## config.mk

```make
export PLATFORM = sky130hd
export DESIGN_NAME = path_tracer_flat
export DESIGN_NICKNAME = d
export VERILOG_FILES = /design/src/rtl/path_tracer_if.sv /design/src/rtl/path_tracer.sv /design/src/flat_wrapper.sv
export SDC_FILE = /design/constraint.sdc
export NUM_CORES = 1
export LEC_CHECK = 0
export CAP_MARGIN = 20
export CORE_ASPECT_RATIO = 0.6
export CORE_MARGIN = 3
export CORE_UTILIZATION = 50
export DETAILED_ROUTE_END_ITERATION = 8
export PLACE_DENSITY = 0.66
export RECOVER_POWER = 50
export SLEW_MARGIN = 10
export SYNTH_ARGS = -nofsm -noshare
export SYNTH_HDL_FRONTEND = slang
export SYNTH_SLANG_ARGS = --single-unit
```

## constraint.sdc

```tcl
create_clock -name clk -period 2.95 [get_ports clk]
set_clock_uncertainty 0.1 [all_clocks]
set_input_delay 0.4425 -clock clk [delete_from_list [all_inputs] [get_ports clk]]
set_output_delay 0.4425 -clock clk [all_outputs]
set_load 0.02 [all_outputs]
```

## src/rtl/path_tracer_if.sv

```systemverilog
// Stack pop port and forward-order move stream of the path tracer.
// master = path_tracer, slave = direction stack plus downstream path consumer.
interface path_tracer_if;
    logic       stk_empty;
    logic [1:0] stk_pop;
    logic       stk_do_pop;
    logic [1:0] dir_out;
    logic       out_valid;
    logic       out_ready;

    modport master (
        input  stk_empty, stk_pop, out_ready,
        output stk_do_pop, dir_out, out_valid
    );

    modport slave (
        output stk_empty, stk_pop, out_ready,
        input  stk_do_pop, dir_out, out_valid
    );
endinterface

```

## src/rtl/path_tracer.sv

```systemverilog
// Drains the direction stack, then replays the moves start-to-goal over a valid/ready stream.
// Optional coordinate tracking of the rat is enabled with `define PATH_TRACER_COORD_EN.
module path_tracer #(
    parameter int DEPTH = 256,
    parameter int CW    = 4
) (
    input  logic             clk,
    input  logic             rst,
    input  logic             start,
    path_tracer_if.master    bus,
    output logic [CW-1:0]    x,
    output logic [CW-1:0]    y,
    output logic             busy,
    output logic             done
);
    localparam int CNT_W = $clog2(DEPTH + 1);
    localparam int IDX_W = $clog2(DEPTH);
    localparam logic [CNT_W-1:0] CNT_ONE  = CNT_W'(1);
    localparam logic [CNT_W-1:0] CNT_FULL = CNT_W'(DEPTH);
    localparam logic [IDX_W-1:0] IDX_ONE  = IDX_W'(1);
    localparam logic [IDX_W-1:0] IDX_ZERO = {IDX_W{1'b0}};

    typedef enum logic [2:0] {
        IDLE    = 3'd0,
        POP_REQ = 3'd1,
        POP_CAP = 3'd2,
        EMIT    = 3'd3,
        DONE    = 3'd4
    } state_t;

    state_t            state_r;
    state_t            state_nxt_s;
    logic [CNT_W-1:0]  count_r;
    logic [IDX_W-1:0]  idx_r;
    logic [1:0]        buf_r [DEPTH];
    logic              drain_end_s;
    logic              hs_s;
    logic              restart_s;

    // Draining also stops once the buffer is full, whatever the stack says.
    assign drain_end_s = bus.stk_empty || (count_r == CNT_FULL);
    assign hs_s        = (state_r == EMIT) && bus.out_ready;
    assign restart_s   = start && ((state_r == IDLE) || (state_r == DONE));

    // State register.
    always_ff @(posedge clk) begin
        if (rst) begin
            state_r <= IDLE;
        end else begin
            state_r <= state_nxt_s;
        end
    end

    // Next-state logic.
    always_comb begin
        state_nxt_s = state_r;
        case (state_r)
            IDLE:    state_nxt_s = start ? POP_REQ : IDLE;
            POP_REQ: begin
                if (drain_end_s) begin
                    state_nxt_s = (count_r == {CNT_W{1'b0}}) ? DONE : EMIT;
                end else begin
                    state_nxt_s = POP_CAP;
                end
            end
            POP_CAP: state_nxt_s = POP_REQ;
            EMIT:    state_nxt_s = (hs_s && (idx_r == IDX_ZERO)) ? DONE : EMIT;
            DONE:    state_nxt_s = start ? POP_REQ : DONE;
            default: state_nxt_s = IDLE;
        endcase
    end

    // Output decode.
    always_comb begin
        bus.stk_do_pop = 1'b0;
        bus.out_valid  = 1'b0;
        bus.dir_out    = 2'b00;
        busy           = 1'b0;
        done           = 1'b0;
        case (state_r)
            IDLE:    busy = 1'b0;
            POP_REQ: begin
                busy           = 1'b1;
                bus.stk_do_pop = !drain_end_s;
            end
            POP_CAP: busy = 1'b1;
            EMIT: begin
                busy          = 1'b1;
                bus.out_valid = 1'b1;
                bus.dir_out   = buf_r[idx_r];
            end
            DONE:    done = 1'b1;
            default: busy = 1'b0;
        endcase
    end

    // Drain counter and replay index; replay runs from the oldest move (highest index) down.
    always_ff @(posedge clk) begin
        if (rst) begin
            count_r <= {CNT_W{1'b0}};
            idx_r   <= IDX_ZERO;
        end else begin
            case (state_r)
                IDLE, DONE: begin
                    if (start) begin
                        count_r <= {CNT_W{1'b0}};
                        idx_r   <= IDX_ZERO;
                    end
                end
                POP_REQ: begin
                    if (drain_end_s) begin
                        idx_r <= IDX_W'(count_r - CNT_ONE);
                    end
                end
                POP_CAP: count_r <= count_r + CNT_ONE;
                EMIT: begin
                    if (hs_s && (idx_r != IDX_ZERO)) begin
                        idx_r <= idx_r - IDX_ONE;
                    end
                end
                default: count_r <= count_r;
            endcase
        end
    end

    // Move buffer; buf_r[0] receives the stack top (the final move of the path).
    always_ff @(posedge clk) begin
        if (!rst && (state_r == POP_CAP)) begin
            buf_r[count_r[IDX_W-1:0]] <= bus.stk_pop;
        end
    end

`ifdef PATH_TRACER_COORD_EN
    localparam logic [CW-1:0] CO_ONE = CW'(1);
    logic [CW-1:0] x_r;
    logic [CW-1:0] y_r;

    // Rat position; arithmetic wraps modulo 2^CW by design.
    always_ff @(posedge clk) begin
        if (rst || restart_s) begin
            x_r <= {CW{1'b0}};
            y_r <= {CW{1'b0}};
        end else if (hs_s) begin
            case (buf_r[idx_r])
                2'b00:   y_r <= y_r - CO_ONE;
                2'b01:   x_r <= x_r + CO_ONE;
                2'b10:   x_r <= x_r - CO_ONE;
                2'b11:   y_r <= y_r + CO_ONE;
                default: x_r <= x_r;
            endcase
        end
    end

    assign x = x_r;
    assign y = y_r;
`else
    logic unused_restart_s;
    assign unused_restart_s = restart_s;
    assign x = {CW{1'b0}};
    assign y = {CW{1'b0}};
`endif

endmodule
```

## src/flat_wrapper.sv

```systemverilog
// flat-port wrapper written by rule: the top's interface ports become plain ports
module path_tracer_flat 
#(
    parameter int DEPTH = 256,
    parameter int CW    = 4
)
  (clk, rst, start, x, y, busy, done, bus_stk_empty, bus_stk_pop, bus_out_ready, bus_stk_do_pop, bus_dir_out, bus_out_valid);
  path_tracer_if bus_i ();
  input  logic clk;
  input  logic rst;
  input  logic start;
  output logic [CW-1:0] x;
  output logic [CW-1:0] y;
  output logic busy;
  output logic done;
  input wire logic [$bits(bus_i.stk_empty)-1:0] bus_stk_empty;
  input wire logic [$bits(bus_i.stk_pop)-1:0] bus_stk_pop;
  input wire logic [$bits(bus_i.out_ready)-1:0] bus_out_ready;
  output wire logic [$bits(bus_i.stk_do_pop)-1:0] bus_stk_do_pop;
  output wire logic [$bits(bus_i.dir_out)-1:0] bus_dir_out;
  output wire logic [$bits(bus_i.out_valid)-1:0] bus_out_valid;
  assign bus_i.stk_empty = bus_stk_empty;
  assign bus_i.stk_pop = bus_stk_pop;
  assign bus_i.out_ready = bus_out_ready;
  assign bus_stk_do_pop = bus_i.stk_do_pop;
  assign bus_dir_out = bus_i.dir_out;
  assign bus_out_valid = bus_i.out_valid;
  path_tracer #(.DEPTH(DEPTH), .CW(CW)) u_core (.clk(clk), .rst(rst), .start(start), .bus(bus_i), .x(x), .y(y), .busy(busy), .done(done));
endmodule
```

; Word-level counts from Yosys, hierarchy flattened
; Memory sizes are Yosys's and may differ from the RTL's. A register that Yosys moved wholly into a read port is not among the register bits.
; Cells that the tools add are included.
; W data, S select, Z words.
[classes]
add_sub_neg = 3
eq_ne = 8
n_mux = 21
reduce_logical = 17
[ops]
columns = op, n
row1 = $mux W8, 5
row2 = $pmux W8 S3, 1
row3 = $pmux W9 S2, 1
row4 = $sub A8 B1 Y8 const B, 2
row5 = $pmux W3 S5, 1
row6 = $mux W3, 4
row7 = $add A9 B1 Y9 const B, 1
row8 = $eq A9 B9 Y1 const B, 1
row9 = $logic_not A9 Y1, 1
row10 = $mux W9, 1
row11 = $logic_not A8 Y1, 1
row12 = $reduce_bool A8 Y1, 1
row13 = $mux W1, 7
row14 = $eq A3 B2 Y1 const B, 2
row15 = $logic_and A1 B1 Y1, 4
row16 = $ne A2 B2 Y1 const B, 2
row17 = $reduce_and A4 Y1, 1
row18 = $eq A3 B1 Y1 const B, 1
row19 = $eq A3 B3 Y1 const B, 1
row20 = $logic_not A3 Y1, 1
row21 = $reduce_bool A3 Y1, 1
row22 = $reduce_or A3 Y1, 1
row23 = $logic_not A1 Y1, 2
row24 = $mux W2, 1
row25 = 5 further kinds, 5
[word_totals]
regBits = 20
ram_bits = 512
output_inout_bits = 14
mem_count = 1
[memory_table]
columns = memory, words, width, read_ports, rd_clocked_by_memory_dff, write_ports, line_no
row1 = u_core.buf_r, 256, 2, 1, 1, 1, path_tracer.sv:35  ; logic [1:0] buf_r [DEPTH];

; Longest topological paths before layout
[depth]
ltp_word = 7
ltp_mapped = 11
ltp_nobuf = 9

; Worst setup path before layout
; OpenSTA, ideal clock, no wires.
[synth_path]
kind = flip-flop to output port
startpoint = reg (tool-made name)
endpoint = out bus_dir_out[1]
arrival_time_ns = 2.321
required_time_ns = 2.408
slack_ns = 0.087
path_stages_with_launch = 10
n_path_buf = 2
cell_sequence = dfxtp_1 -> buf_6 -> nand2_2 -> buf_2 -> o221ai_1 -> nor3_1 -> nor4_1 -> o21ai_1 -> or3_1 -> o32ai_1
[synth_lines]
columns = element, line_no
row1 = "end, declared", flat_wrapper.sv:20  ; output wire logic [$bits(bus_i.dir_out)-1:0] bus_dir_out;

==> qor.csv <==
metric;value;unit
status;complete, but fails checks;
failing checks;max-capacitance violations, max-slew violations, negative setup slack;
average cell area after synthesis;15.5;um^2
Die Y;171;um
largest net degree at the start of global routing;94;
setup TNS;-1.59;ns
worst path cell trace;buf_12 -> buf_8 -> mux4_2 -> mux4_2 -> a21oi_2 -> o31a_1 -> o32ai_4 -> buf_6;
minimum clock period;3.74;ns
Max IR drop VDD;0.452;mV
nature of the critical path endpoint;output pin;
GR Overflow Total;0;
Longest Clk Path Bufs;3;
FMAX;267;MHz
hold depth;2;
reg2reg path depth;9;
WL/cell;26.1;um
most used cell, CP;mux4_2;
total number of vias;13800;
Pre-antenna DRT Iters;5;
Post-CTS Hold Fix Bufs;0;
die width;281;um
nets;1634;
post-synth cell types;69;
Setup WS post-layout;-0.790;ns
Final GP Congestion;0.897;
initial antenna violation count;0;
Root Buffer Master;clkbuf_16;
Slew @ Worst Pin;1.86;ns
ys async rst share;0;
Yosys Warn Count;0;
Power Density;588;nW/um^2
number of flops mapped to enable cells by yosys;512;
drt via density;6.16;
post-synth top area share;0.676;
startpoint types;flop;
largest stage delay on the critical path;0.53;ns
TritonCTS clock tree;yes;
Yosys reg bits;540;
CTS buffer count;48;
Worst Path Arrival;3.20;ns
DRC;0;
final worst-path cycle share;1.27;
max cap viols;1;
WP data required;2.41;ns
total track usage;0.245;
Final Hold Fails;0;
Syn-to-layout area delta;15.8;%
PortBufs;12;
Top-Level Pins;21;
placed wire-length estimate;37800;um
final setup violation count;3;
RSZ-0062 raised after global routing;true;
Slew Limit Fails;94;
Synth Instances;1467;
share of cells above drive strength 1;0.236;
first-pass GRT wire length;87200;um
Synth area leader;edfxtp_1;
Slew Limit Headroom;-0.240;
critical path type;flop to output pin;
FP Rows;59;
Layout Utilization;0.596;
CP max stage cell;mux4_2;
Main synth FF type;edfxtp_1;
clock slew at reported path FFs;0.07;ns
worst slack, placed;-1.08;ns
top cells by area, synth;edfxtp_1 (68%), mux4_2 (7.8%), nor2_1 (4.9%);
Post-DRT Antenna Nets;0;
WL final;58400;um
Max FO, Critical Path;7;
vias in the first global route;13600;
Core Area;44100;um^2
synthesized area;22700;um^2
clock network latency to the later pin of the worst-skew pair;0.57;ns
H-tree lvl count;2;
Diodes inserted;0;
Die ar.;48200;um^2
Leak;8.16;nW
# clock sinks;540;
Final Non-Filler Cells;2238;
Initial Util;0.515;
Iteration-0 DRC Markers;1766;
sequential fraction of the synthesis area;0.701;
Placed Cells;2130;
Hold Crit Class;flop to flop;
what timing repair did:
item,in CTS,in global routing
gates resized for setup,87,19
gates cloned,2,0
pin swaps,14,8
endpoints found under the setup margin,3,3
buffers inserted,18,6
through the flow:
step,instance area (um^2),hold WS [ns],power (mW)
floorplan,22800,0.391,9.24
global placement,24400,0.416,9.71
detailed placement,24400,0.444,9.72
CTS,26300,0.244,15.5
global route,26300,0.480,15.9
finish,26300,0.451,15.5
layout by cell type, fill, tap and decap left out, types with 5 or more instances in the layout:
cell,synthesis,layout
clkdlybuf4s50_1,0,7
clkinv_1,1,12
edfxtp_1,512,512
buf_6,12,9
mux4_2,79,80
nand2_1,53,52
conb_1,1,8
ha_1,5,5
buf_4,9,154
clkbuf_2,0,5
o221ai_2,3,5
nor2_1,296,296
o21a_1,6,6
nand3_1,17,17
dfxtp_1,28,24
clkinv_2,0,14
clkbuf_16,0,49
clkbuf_1,57,18
nor2b_1,10,10
o21ai_0,19,17
nor3_1,28,22
a21oi_1,36,34
inv_1,7,7
and2_0,1,6
o22ai_1,25,23
mux2i_1,105,101
buf_12,6,12
o221ai_1,31,29
cell type report:
cell class	count	area (um^2)
Tap cell	579	724
Clock buffer	60	1270
Fill cell	3370	17800
Inverter	9	33.8
Sequential cell	540	15900
Multi-Input combinational cell	819	6460
Clock inverter	27	129
Timing Repair Buffer	204	1770
worst paths after layout:
check                               startpoint                           end  slack [ns]
setup / recovery                          flop                bus_dir_out[1]       -0.79
hold reg to reg   u_core.idx_r[5]$_SDFFE_PP0P_  u_core.idx_r[5]$_SDFFE_PP0P_        0.45
setup reg to reg  u_core.state_r[0]$_SDFF_PP0_                          flop        0.28
hold / removal    u_core.idx_r[5]$_SDFFE_PP0P_  u_core.idx_r[5]$_SDFFE_PP0P_        0.45
report_power, final:
| part | switching [mW] | internal, mW | total (mW) |
|---|---|---|---|
| combinational | 0.715 | 0.566 | 1.28 |
| sequential | 0.0312 | 8.40 | 8.43 |
| clock | 2.71 | 3.04 | 5.76 |
sequential cells by signal (all words and copies together) (netlist names), named ones only:
name,flops
u_core.buf_r,512
u_core.count_r,9
u_core.state_r,3
u_core.idx_r,8
worst max-delay path, delay by kind of cell, from the launching register on:
kind                   cells  cell delay [ns]
buffers and inverters      3             0.46
muxes                      2             1.04
DFF                        1             0.46
AOI/OAI and AO/OA          3             0.66
kinds of logic (layout without fill, tap and decap cells):
group | after synthesis | count (layout) | synth area share
and+or+nand+nor | 443 | 443 | 0.0821
AOI/OAI and AO/OA | 167 | 167 | 0.0517
muxes | 191 | 191 | 0.130
DFF | 540 | 540 | 0.701
buffers and inverters | 115 | 300 | 0.0306
xor gates and xnor gates | 5 | 5 | 0.00193
adders and majority gates | 5 | 5 | 0.00275
other | 1 | 8 | 0.000165
cell usage after synthesis (7+ instances only):
cell,number
a2111oi_0,7
a21oi_1,36
and2_1,8
buf_2,17
buf_4,9
buf_6,12
clkbuf_1,57
dfxtp_1,28
edfxtp_1,512
inv_1,7
mux2i_1,105
mux4_2,79
nand2_1,53
nand3_1,17
nor2_1,296
nor2b_1,10
nor3_1,28
o21ai_0,19
o221ai_1,31
o22ai_1,25
per-layer routing:
metal	vias up	global-route usage	share of wire	wire length [um]
met5	-	0	0	0
met4	0	0.0476	0.015	887
met2	749	0.350	0.43	25000
li1	5979	-	-	-
met1	6978	0.384	0.45	26300
met3	79	0.0629	0.11	6190
No activity file was read; power rests on OpenSTA's default activity.
